<file path="src/rtl/serial_negate_pkg.sv">
// Shared types and constants for the bit-serial negation sequencer and its core.
package serial_negate_pkg;

  typedef enum logic [1:0] {
    IDLE  = 2'd0,
    SHIFT = 2'd1,
    DONE  = 2'd2
  } ctrl_state_e;

  typedef enum logic [1:0] {
    S0 = 2'd0,  // no 1 seen yet
    S1 = 2'd1,  // first 1 just seen
    S2 = 2'd2,  // after first 1, last input 0
    S3 = 2'd3   // after first 1, last input 1
  } core_state_e;

  // Moore output per core state, indexed by state encoding: S0=0 S1=1 S2=1 S3=0
  localparam logic [3:0] CORE_OUT_LUT = 4'b0110;

  function automatic logic core_out_of(input core_state_e s);
    return CORE_OUT_LUT[s];
  endfunction

endpackage

</file>
<file path="src/rtl/serial_twos_comp_core.sv">
// Bit-serial two's-complement Moore core: LSB-first input, output depends on state only.
// Bits up to and including the first 1 pass through; later bits are inverted.
module serial_twos_comp_core
  import serial_negate_pkg::*;
(
  input  logic       clk,
  input  logic       reset,
  input  logic       clr,
  input  logic       a,
  output logic       out,
  output logic [1:0] state
);

  core_state_e state_q, state_d;

  // Next-state: clr wins over a; S1/S2/S3 all track the last input bit
  always_comb begin
    state_d = state_q;
    if (clr) begin
      state_d = S0;
    end else begin
      case (state_q)
        S0:      state_d = a ? S1 : S0;
        default: state_d = a ? S3 : S2;
      endcase
    end
  end

  // State register, asynchronous reset to S0
  always_ff @(posedge clk or posedge reset) begin
    if (reset) state_q <= S0;
    else       state_q <= state_d;
  end

  assign out   = core_out_of(state_q);
  assign state = state_q;

endmodule

</file>
<file path="src/rtl/serial_negate_ctrl.sv">
// Sequencer for the bit-serial negation core: latches a parallel word on start,
// feeds it LSB-first into the core, collects the serial result and pulses done.
// Optional macro SERIAL_NEGATE_STATUS_EN adds registered zero/ovf status outputs.
module serial_negate_ctrl
  import serial_negate_pkg::*;
#(
  parameter int WIDTH = 8,
  parameter int CNT_W = $clog2(WIDTH + 1)
) (
  input  logic             clk,
  input  logic             reset,
  input  logic             start,
  input  logic [WIDTH-1:0] din,
  output logic             busy,
  output logic             done,
  output logic [WIDTH-1:0] dout,
  output logic [1:0]       core_state
`ifdef SERIAL_NEGATE_STATUS_EN
  ,
  output logic             zero,
  output logic             ovf
`endif
);

  localparam logic [CNT_W-1:0] CNT_LAST = CNT_W'(WIDTH);

  ctrl_state_e      state_q, state_d;
  logic [WIDTH-1:0] op_sr_q, op_sr_d;
  logic [WIDTH-1:0] res_sr_q, res_sr_d;
  logic [CNT_W-1:0] cnt_q, cnt_d;
  logic [WIDTH-1:0] dout_q, dout_d;
  logic             core_clr;
  logic             ser_a;
  logic             core_out;

`ifdef SERIAL_NEGATE_STATUS_EN
  logic op_msb_q, op_msb_d;
  logic zero_q, zero_d;
  logic ovf_q, ovf_d;
`endif

  serial_twos_comp_core u_core (
    .clk   (clk),
    .reset (reset),
    .clr   (core_clr),
    .a     (ser_a),
    .out   (core_out),
    .state (core_state)
  );

  // Controller next-state and datapath updates
  always_comb begin
    state_d  = state_q;
    op_sr_d  = op_sr_q;
    res_sr_d = res_sr_q;
    cnt_d    = cnt_q;
    dout_d   = dout_q;
    core_clr = 1'b0;
    ser_a    = 1'b0;
`ifdef SERIAL_NEGATE_STATUS_EN
    op_msb_d = op_msb_q;
    zero_d   = zero_q;
    ovf_d    = ovf_q;
`endif
    case (state_q)
      IDLE: begin
        if (start) begin
          op_sr_d  = din;
          res_sr_d = '0;
          cnt_d    = '0;
          core_clr = 1'b1;
          state_d  = SHIFT;
`ifdef SERIAL_NEGATE_STATUS_EN
          op_msb_d = din[WIDTH-1];
`endif
        end
      end
      SHIFT: begin
        ser_a   = (cnt_q < CNT_LAST) ? op_sr_q[0] : 1'b0;
        op_sr_d = op_sr_q >> 1;
        cnt_d   = cnt_q + CNT_W'(1);
        // Core output lags its input by one cycle, so nothing useful at count 0
        if (cnt_q != '0) res_sr_d = {core_out, res_sr_q[WIDTH-1:1]};
        if (cnt_q == CNT_LAST) begin
          dout_d  = res_sr_d;
          state_d = DONE;
`ifdef SERIAL_NEGATE_STATUS_EN
          zero_d  = (res_sr_d == '0);
          ovf_d   = op_msb_q & res_sr_d[WIDTH-1];
`endif
        end
      end
      DONE:    state_d = IDLE;
      default: state_d = IDLE;
    endcase
  end

  // Controller and datapath registers, asynchronous reset
  always_ff @(posedge clk or posedge reset) begin
    if (reset) begin
      state_q  <= IDLE;
      op_sr_q  <= '0;
      res_sr_q <= '0;
      cnt_q    <= '0;
      dout_q   <= '0;
`ifdef SERIAL_NEGATE_STATUS_EN
      op_msb_q <= 1'b0;
      zero_q   <= 1'b0;
      ovf_q    <= 1'b0;
`endif
    end else begin
      state_q  <= state_d;
      op_sr_q  <= op_sr_d;
      res_sr_q <= res_sr_d;
      cnt_q    <= cnt_d;
      dout_q   <= dout_d;
`ifdef SERIAL_NEGATE_STATUS_EN
      op_msb_q <= op_msb_d;
      zero_q   <= zero_d;
      ovf_q    <= ovf_d;
`endif
    end
  end

  assign busy = (state_q == SHIFT);
  assign done = (state_q == DONE);
  assign dout = dout_q;
`ifdef SERIAL_NEGATE_STATUS_EN
  assign zero = zero_q;
  assign ovf  = ovf_q;
`endif

endmodule

</file>
<file path="config.mk">
export PLATFORM = sky130hd
export DESIGN_NAME = serial_negate_ctrl
export DESIGN_NICKNAME = d
export VERILOG_FILES = /design/src/rtl/serial_negate_pkg.sv /design/src/rtl/serial_twos_comp_core.sv /design/src/rtl/serial_negate_ctrl.sv
export SDC_FILE = /design/constraint.sdc
export NUM_CORES = 1
export LEC_CHECK = 0
export BUFFER_PORTS_ARGS = -buffer_cell sky130_fd_sc_hd__buf_2
export CAP_MARGIN = 40
export CORE_MARGIN = 2
export CORE_UTILIZATION = 50
export DETAILED_ROUTE_END_ITERATION = 6
export GPL_ROUTABILITY_DRIVEN = 0
export PLACE_DENSITY = 0.69
export SKIP_CTS_REPAIR_TIMING = 1
export SYNTH_ARGS = -nofsm -noshare
export SYNTH_HDL_FRONTEND = slang
export SYNTH_SLANG_ARGS = --single-unit
</file>
<file path="constraint.sdc">
create_clock -name clk -period 1.96 [get_ports clk]
set_input_delay 0 -clock clk [delete_from_list [all_inputs] [get_ports clk]]
set_output_delay 0 -clock clk [all_outputs]
set_load 0.1 [all_outputs]
</file>
## Yosys cells after proc, flatten, opt, wreduce, memory -nomap -nowiden

Cells that the tools add are included.

- Flip-flop bits (word level): 32
- Bits of input ports: 11
- Word-level logic and storage cells: 41

- Add/subtract/negate cells: 1
- $lt $le $gt $ge: 2
- Eq/ne operators: 5
- Multiplexer cells: 20
- Reductions and logical operators: 7

Operator list:

| kind | count |
|---|---|
| $pmux W8 S2 | 2 |
| $mux W8 | 3 |
| $mux W2 | 4 |
| $pmux W4 S2 | 1 |
| $mux W1 | 7 |
| $reduce_and A2 Y1 | 3 |
| $add A4 B1 Y4 const B | 1 |
| $eq A4 B4 Y1 const B | 1 |
| $logic_not A2 Y1 | 2 |
| $lt A4 B4 Y1 const B | 1 |
| $mux W4 | 1 |
| $pmux W2 S2 | 1 |
| $reduce_bool A4 Y1 | 1 |
| $lt A2 B3 Y1 const B | 1 |
| $bmux W1 S2 | 1 |
| $eq A2 B1 Y1 const B | 1 |
| $eq A2 B2 Y1 const B | 1 |
| $ne A2 B1 Y1 const B | 1 |
| $ne A2 B2 Y1 const B | 1 |
| $reduce_bool A2 Y1 | 1 |

## Depth between registers and ports, before layout

Gate-level depths: netlist of the first run.

- Depth after elaboration: 6
- Depth in mapped cells: 6
- Mapped depth without buffers: 5

## Cells and area by module

From an unflattened synthesis of the first run, not the netlist that was laid out.

- Cells, all modules: 108
- Area total of the unflattened synthesis: 1286.2 µm²

By module, submodules not included:

| module | times used | cells each | area each (µm²) | seq. area each (µm²) |
|---|---|---|---|---|
| serial_negate_ctrl | 1 | 100 | 1202.4 | 725.7 |
| serial_twos_comp_core | 1 | 8 | 83.8 | 50.0 |

## Least setup slack after synthesis of the first run

No wires, ideal clock.

- Kind: register -> output
- Start: reg state_q[0]
- End: out done
- Arrival: 2014 ps
- Data required time: 1960 ps
- Slack: -54 ps
- Stages on the path, launching flop included: 4
- Buffers on the path: 2
- Path through: dfrtp_1 buf_6 clkbuf_1 nor2b_1

- Word-level cells in the longest chain between the ends: 1

Ends and longest elaborated chain:

| element | RTL line | text |
|---|---|---|
| from (decl) | serial_negate_ctrl.sv:27 | `ctrl_state_e state_q, state_d;` |
| from (signal assigned) | serial_negate_ctrl.sv:112 | `state_q <= state_d;` |
| $eq A2 B2 Y1 | serial_negate_ctrl.sv:126 | `assign done = (state_q == DONE);` |
| to (decl) | serial_negate_ctrl.sv:15 | `output logic done,` |

Every way passes these cells.

## Worst setup path after layout of the first run

- Start: reg state_q[1]
- End: reg dout_q[4], in the netlist dout[4]

- Word-level cells in the longest chain between the ends: 2

Ends and longest elaborated chain:

| element | RTL line | text |
|---|---|---|
| $eq A2 B1 Y1 | serial_negate_ctrl.sv:65 | `case (state_q)` |
| $reduce_and A2 Y1 (no line) | -- |  |
| to (signal assigned) | serial_negate_ctrl.sv:116 | `dout_q <= dout_d;` |
| to (decl) | serial_negate_ctrl.sv:31 | `logic [WIDTH-1:0] dout_q, dout_d;` |

Every way passes these cells.
A chain may end at the register's enable or synchronous reset.

==> impl_metrics.tcl, run 1 <==
set metrics [dict create \
    fin_crit_sh_pct 80.0 \
    status "finished with violations" \
    drive_gt1_share_pct 32.2 \
    worstReg2RegEnd "dout[4]" \
    final_cell_mix "31 x dfrtp_1, 22 x buf_2, 10 x a22o_1" \
    initial_core_util_pct 51.6 \
    holdWs_ps -35.8 \
    critPathBufInv 1 \
    grt_busiest_layer "met2" \
    num_rows 19 \
    critical-path-slowest-cell "dfrtp_1" \
    yosysUniqueCellTypes 26 \
    end_kind "flip-flop" \
    grt_remaining_overflow 0 \
    min_path_type "input pin to flip-flop" \
    r2r_slack_ps 390 \
    antenna_found_initial 0 \
    fin_skew_ps 12.5 \
    ys_warn_count 0 \
    cts_tree "yes" \
    die_h_um 56.7 \
    ys_seq_area_share_pct 56.0 \
    met1_usage_pct 25.0 \
    num-nets-final 156 \
    cts_buffers 5 \
    htree_levels 2 \
    crit_cells 4 \
    setup_violations 0 \
    route.vias.total 964 \
    viasPerCell 5.54 \
    drt_iter0_markers 21 \
    path_cells "nand2b_4 -> inv_4 -> and4_4 -> mux2_4" \
    final_max_slew_viol_count 0 \
    worst_pin_slew_ps 490 \
    clock_sinks 31 \
    final.setup.tns_ps 0 \
    crit_end "dout[4]" \
    die_x_um 56.7 \
    grt_pass1_wl_um 4530 \
    use_met3_pct 5.30 \
    cts_root_buf "clkbuf_4" \
    antenna_left 0 \
    synth_edf_count 0 \
    finalHoldViolations 2 \
    multi_input_area_um2 544 \
    violations "negative hold slack" \
    synthToLayoutAreaGrowth_pct 18.1 \
    dp_hpwl_um 1790 \
    synth_ff_type "dfrtp_1" \
    rsz0062_at_grt "no" \
    regArea_um2 776 \
    worstSetupPathType "flip-flop to flip-flop" \
    r2r_start "state_q[1]" \
    cp_max_fo 12 \
    numPortBuffers 22 \
    syn_nets 126 \
    syn_avg_cell_area_um2 12.4 \
    min_period_ps 1570 \
    drc 0 \
    setup.worst_path.start_class "flip-flop" \
    nFillCells 226 \
    max_stage_delay_ps 500 \
    cts_max_path_buffers 2 \
    track_usage_pct 19.0 \
    cp_data_arrival_time_ps 1800 \
    clk_pin_slew_ps 100 \
    wl_per_cell_um 15.0 \
    max-slew-margin-rel_pct 67.6 \
    worstSetupStartpoint "state_q[1]" \
    max_freq_mhz 637 \
    grt_pass1_vias 1012 \
    synth-seq-cells 31 \
    dr.pass1.iters 4 \
    critical-path-top-delay-family "simple AND/OR/NAND/NOR gates" \
    diodes 0 \
    cap_viol_max_count 0 \
    ff2ff_path_depth 4 \
    wirelength_um 2620 \
    die-area_um2 3210 \
    grt_max_degree 32 \
    insertion_delay_ps 340 \
    syn_inst 112 \
    syn_area_um2 1390 \
    layout_commonest_cell "dfrtp_1" \
    synthArstFlopShare_pct 100 \
    use_met2_pct 28.4 \
    fp.coreArea_um2 2690 \
    ios 23 \
    required_ps 2190 \
]
-- per-layer routing --
metal,up-vias,wire length (um)
met1,475,1280
met3,7,92
met5,-,0
li1,457,-
met2,25,1190
met4,0,60
-- worst min-delay path, delay by kind of cell --
| family | cells | cell delay [ps] |
|---|---|---|
| compound gates | 2 | 190 |
| buf+inv | 1 | 80 |
-- metrics by stage --
stage               area [um2]  utilization [%]  hold WS [ps]  std cells  setup WS (ps)
floorplan                 1390                -           104        112            260
global placement          1520             56.6          88.8        163            426
detailed placement        1520             56.6           104        163            385
CTS                       1610             59.8          -275        171            386
global route              1640             60.9          6.49        174            295
finish                    1640             60.9         -35.8        174            391
-- cell usage after synthesis, types with 2 or more instances --
library cell  instances  area share (%)
a21oi_1               7             2.5
a22o_1               10             6.3
a22oi_1               3             1.6
and3b_1               4             2.5
buf_2                 2            0.72
dfrtp_1              31              56
ha_1                  3             2.7
inv_1                 6             1.6
mux2_4                8             8.7
nand2_1               6             1.6
nand3_1               2            0.72
nor2_1                2            0.54
nor2b_1               6             2.7
nor3b_1               2             1.1
o21ai_0               9             3.2
-- cell type report --
class,count,share of cell area [%]
clock inverters,2,2.14
clock buffers,6,3.13
repair buffers,28,9.94
inverters,7,1.76
well taps,31,2.37
multi-input cells,69,33.3
flip-flops and latches,31,47.4
-- registers in the layout, indices dropped and copies added, names as in the netlist --
name	cells
dout	8
op_sr_q	8
res_sr_q	7
cnt_q	4
state_q	2
u_core.state	2
-- how the worst min path moves through the flow --
stage,cells past startpoint,startpoint,to,slack [ps]
5_1_grt,3,din[2],op_sr_q[2],6
3_3_place_gp,3,reset,dout[1],90
2_1_floorplan,1,reset,cnt_q[0],100
3_5_place_dp,3,reset,dout[0],100
4_1_cts,3,reset,dout[0],-280
6_report,3,din[2],op_sr_q[2],-40
-- cell families after synthesis --
logic type	synth area share, %
muxes	8.66
and+or+nand+nor	11.6
adders and majority gates	2.71
AOI/OAI and AO/OA	16.1
buffers and inverters	4.96
DFF	56.0
Power of run 1 is left out: the tool's default activity adds up to more than one toggle a clock period on the data nets, which glitch-free logic cannot reach.
==> run 2, diff against run 1 <==
==> constraint.sdc (replaced) <==
create_clock -name clk -period 1.5 [get_ports clk]
set_input_delay 0 -clock clk [delete_from_list [all_inputs] [get_ports clk]]
set_output_delay 0 -clock clk [all_outputs]
set_load 0.1 [all_outputs]
==> impl_metrics.tcl, run 2 (synthesis gave the netlist of run 1 again) <==
set metrics [dict create \
    worstSetupPathType "flip-flop to flip-flop" \
    layout_commonest_cell "dfrtp_1" \
    synthToLayoutAreaGrowth_pct 22.7 \
    diodes 0 \
    clock_sinks 31 \
    final_cell_mix "29 x dfrtp_1, 20 x buf_2, 10 x a22o_1" \
    holdWs_ps -10.4 \
    die_x_um 56.7 \
    numPortBuffers 22 \
    max-slew-margin-rel_pct 67.9 \
    grt_remaining_overflow 0 \
    nFillCells 226 \
    fin_skew_ps 8.21 \
    cp_data_arrival_time_ps 1630 \
    cts_root_buf "clkbuf_4" \
    antenna_found_initial 0 \
    drc 0 \
    violations "negative hold slack" \
    setup.worst_path.start_class "flip-flop" \
    num-nets-final 160 \
    wl_per_cell_um 14.6 \
    clk_pin_slew_ps 90 \
    ff2ff_path_depth 4 \
    required_ps 1710 \
    setup_violations 0 \
    min_path_type "input pin to flip-flop" \
    route.vias.total 985 \
    cp_max_fo 7 \
    viasPerCell 5.53 \
    drt_iter0_markers 20 \
    final.setup.tns_ps 0 \
    min_period_ps 1420 \
    track_usage_pct 18.4 \
    htree_levels 2 \
    dp_hpwl_um 1740 \
    num_rows 19 \
    die-area_um2 3210 \
    final_area_um2 1700 \
    regArea_um2 778 \
    cts_max_path_buffers 2 \
    end_kind "flip-flop" \
    multi_input_area_um2 562 \
    grt_pass1_vias 930 \
    wirelength_um 2600 \
    cts_buffers 5 \
    fin_crit_sh_pct 94.8 \
    die_h_um 56.7 \
    worst_pin_slew_ps 485 \
    grt_pass1_wl_um 4420 \
    status "finished with violations" \
    dpl_cell_area_um2 1570 \
    dr.pass1.iters 4 \
    cap_viol_max_count 0 \
    grt_max_degree 32 \
    max_freq_mhz 703 \
    ios 23 \
    finalHoldViolations 1 \
    insertion_delay_ps 330 \
    initial_core_util_pct 51.6 \
    cts_tree "yes" \
    drive_gt1_share_pct 36.7 \
    fp.coreArea_um2 2690 \
    final_max_slew_viol_count 0 \
    whs_path_depth 3 \
    antenna_left 0 \
    rsz0062_at_grt "no" \
]
run 2: metrics by stage:
stage                     setup WS (ps)  instances  hold slack [ps]  utilization [%]
after floorplan                    2.81        112              103                -
after global placement             82.6        166             94.4             58.3
after detailed placement           63.1        166             93.7             58.3
after CTS                          7.65        174             -269             61.5
after global routing               5.64        178             23.6             63.3
final                              77.4        178            -10.4             63.3
run 2: worst paths after layout:
| check | from | endpoint | slack (ps) |
|---|---|---|---|
| min reg2reg | op_sr_q[4] | op_sr_q[4] | 510 |
| min in group asynchronous | reset | dout[6] | 280 |
| min | din[0] | op_sr_q[0] | -10 |
| max | state_q[1] | dout[2] | 80 |
| max in group asynchronous | reset | u_core.state[0] | 910 |
| max reg2reg | state_q[1] | dout[2] | 80 |
run 2: routing by layer:
layer | wire, um | global-route usage (%)
met1 | 1250 | 26.1
met2 | 1200 | 26.1
met3 | 91 | 6.22
met4 | 48 | 7.14
met5 | 0 | 0
run 2: cell type report:
type / instances / area share [%]
clock buffers: 6 / 3.01
clock inverters: 2 / 2.06
multi-input cells: 70 / 33.0
well taps: 31 / 2.28
inverters: 7 / 1.99
repair buffers: 31 / 11.9
flip-flops and latches: 31 / 45.7
run 2: critical path, cell delays in order (launching register included):
cell and delay [ps]:
dfrtp_1 390, nand2b_4 190, inv_8 90, and4_2 320, mux2_4 310
Power of run 2 is left out for the same reason.
==> run 3, diff against run 2 <==
--- a/config.mk
+++ b/config.mk
@@ -5,13 +5,14 @@
 export SDC_FILE = /design/constraint.sdc
 export NUM_CORES = 1
 export LEC_CHECK = 0
+export ABC_AREA = 1
 export BUFFER_PORTS_ARGS = -buffer_cell sky130_fd_sc_hd__buf_2
 export CAP_MARGIN = 40
 export CORE_MARGIN = 2
 export CORE_UTILIZATION = 50
 export DETAILED_ROUTE_END_ITERATION = 6
 export GPL_ROUTABILITY_DRIVEN = 0
-export PLACE_DENSITY = 0.69
+export PLACE_DENSITY = 0.68
 export SKIP_CTS_REPAIR_TIMING = 1
 export SYNTH_ARGS = -nofsm -noshare
 export SYNTH_HDL_FRONTEND = slang
==> impl_metrics.tcl, run 3 <==
set metrics [dict create \
    syn_avg_cell_area_um2 8.21 \
    dr.pass1.iters 4 \
    final_max_slew_viol_count 0 \
    ys_seq_area_share_pct 50.3 \
    fin_skew_ps 9.62 \
    setup_violations 0 \
    regArea_um2 803 \
    max-slew-margin-rel_pct 67.2 \
    drive_gt1_share_pct 22.1 \
    syn_area_um2 1590 \
    synth_area_leader_cell "dfrtp_1" \
    cts_max_path_buffers 2 \
    max_freq_mhz 723 \
    num-nets-final 244 \
    grt_pass1_wl_um 4880 \
    finalHoldViolations 0 \
    viasPerCell 4.58 \
    numPortBuffers 22 \
    setup.worst_path.start_class "flip-flop" \
    antenna_found_initial 0 \
    cp_max_fo 20 \
    wl_per_cell_um 10.9 \
    wirelength_um 3010 \
    multi_input_area_um2 657 \
    layout_commonest_cell "nand2_1" \
    die_h_um 60.4 \
    status "completed" \
    htree_levels 2 \
    initial_core_util_pct 52.2 \
    nFillCells 282 \
    yosys-top-cells-area "dfrtp_1 50%, nand2_1 19%, nand3_1 8.2%" \
    fin_crit_sh_pct 92.2 \
    grt_remaining_overflow 0 \
    num_rows 20 \
    syn_inst 194 \
    diodes 0 \
    synth_edf_count 0 \
    required_ps 1500 \
    die-area_um2 3650 \
    route.vias.total 1260 \
    cts_tree "yes" \
    drc 0 \
    grt_max_degree 33 \
    dp_hpwl_um 2120 \
    grt_pass1_vias 1136 \
    synth_top_area_share_pct 50.3 \
    fp.coreArea_um2 3050 \
    synth-seq-cells 32 \
    rsz0062_at_grt "no" \
    synthArstFlopShare_pct 100 \
    end_kind "output pin" \
    worst_pin_slew_ps 496 \
    synth_ff_type "dfrtp_1" \
    insertion_delay_ps 330 \
    track_usage_pct 19.0 \
    clk_pin_slew_ps 100 \
    die_x_um 60.4 \
    cap_viol_max_count 0 \
    dpl_cell_area_um2 1740 \
    ys_warn_count 0 \
    synthTopCellsByCount "81 x nand2_1, 32 x dfrtp_1, 26 x nand3_1, 20 x inv_1, 7 x nor2_1" \
    final_area_um2 1930 \
    worstSetupPathType "flip-flop to output pin" \
    final_cell_mix "81 x nand2_1, 30 x dfrtp_1, 26 x nand3_1" \
    cts_root_buf "clkbuf_4" \
    yosysUniqueCellTypes 20 \
    cp_data_arrival_time_ps 1380 \
    synthToLayoutAreaGrowth_pct 21.1 \
    yosysMostFrequentCell "nand2_1" \
    clock_sinks 32 \
    critical-path-top-delay-family "buffers and inverters" \
    drt_iter0_markers 32 \
    critPathBufInv 3 \
    critical-path-slowest-cell "dfrtp_1" \
    min_period_ps 1380 \
    antenna_left 0 \
    path_cells "inv_1 -> nand2_4 -> inv_6 -> buf_12" \
    cts_buffers 5 \
    max_stage_delay_ps 390 \
    syn_nets 208 \
    ios 23 \
    min_path_type "input pin to asynchronous set/reset pin" \
]
[run 3: per-stage QoR]
| step | setup slack [ps] | utilization [%] | setup TNS, ps | hold slack, ps | instances |
|---|---|---|---|---|---|
| floorplan | 130 | - | 0 | 116 | 194 |
| global placement | 205 | 57.1 | 0 | 99.0 | 257 |
| detailed placement | 138 | 57.1 | 0 | 104 | 257 |
| CTS | -62.0 | 59.6 | -62.0 | -269 | 265 |
| global route | 5.33 | 63.2 | 0 | 308 | 275 |
| finish | 116 | 63.2 | 0 | 280 | 275 |
[run 3: layout make-up]
type                            count  share of cell area, %
Sequential cell                    32                   41.7
Multi-Input combinational cell    134                   34.1
Timing Repair Buffer               34                   12.5
Inverter                           23                   5.00
Tap cell                           44                   2.86
Clock buffer                        6                   2.14
Clock inverter                      2                   1.82
[run 3: cell families (layout without fill, tap and decap cells)]
logic type	count (synthesis)	after routing	synth area share (%)
buffers and inverters	28	65	8.80
AND/OR/NAND/NOR	124	124	35.7
flip-flops	32	32	50.3
AO/OA/AOI/OAI	7	7	2.91
adder cells (fa/ha/maj)	3	3	2.36
[run 3: worst reg2reg max path, stage by stage (launching register included)]
cell,delay [ps]
dfrtp_1,410
inv_1,120
ha_2,220
nand3_4,110
nor2_8,180
inv_4,80
nand2_1,60
nand2_1,50
[run 3: path summary, 6_finish.rpt]
| kind | startpoint | end | slack [ps] | depth (start not counted) |
|---|---|---|---|---|
| worst max register to register | cnt_q[0] | dout[5] | 160 | 7 |
| worst min register to register | dout[3] | dout[3] | 480 | 2 |
| max in group asynchronous | reset | u_core.state[0] | 920 | 4 |
| min in group clk | din[6] | op_sr_q[6] | 450 | 4 |
| worst min-delay path | reset | dout[4] | 280 | 4 |
| worst max-delay path | state_q[1] | busy | 120 | 4 |
[run 3: per-layer routing]
layer  GRT usage [%]  share of wire [%]
met5               0                  0
met4            9.32                2.0
met3            6.40                4.0
met2            31.1                 47
met1            22.6                 47
Power of run 3 is left out for the same reason.
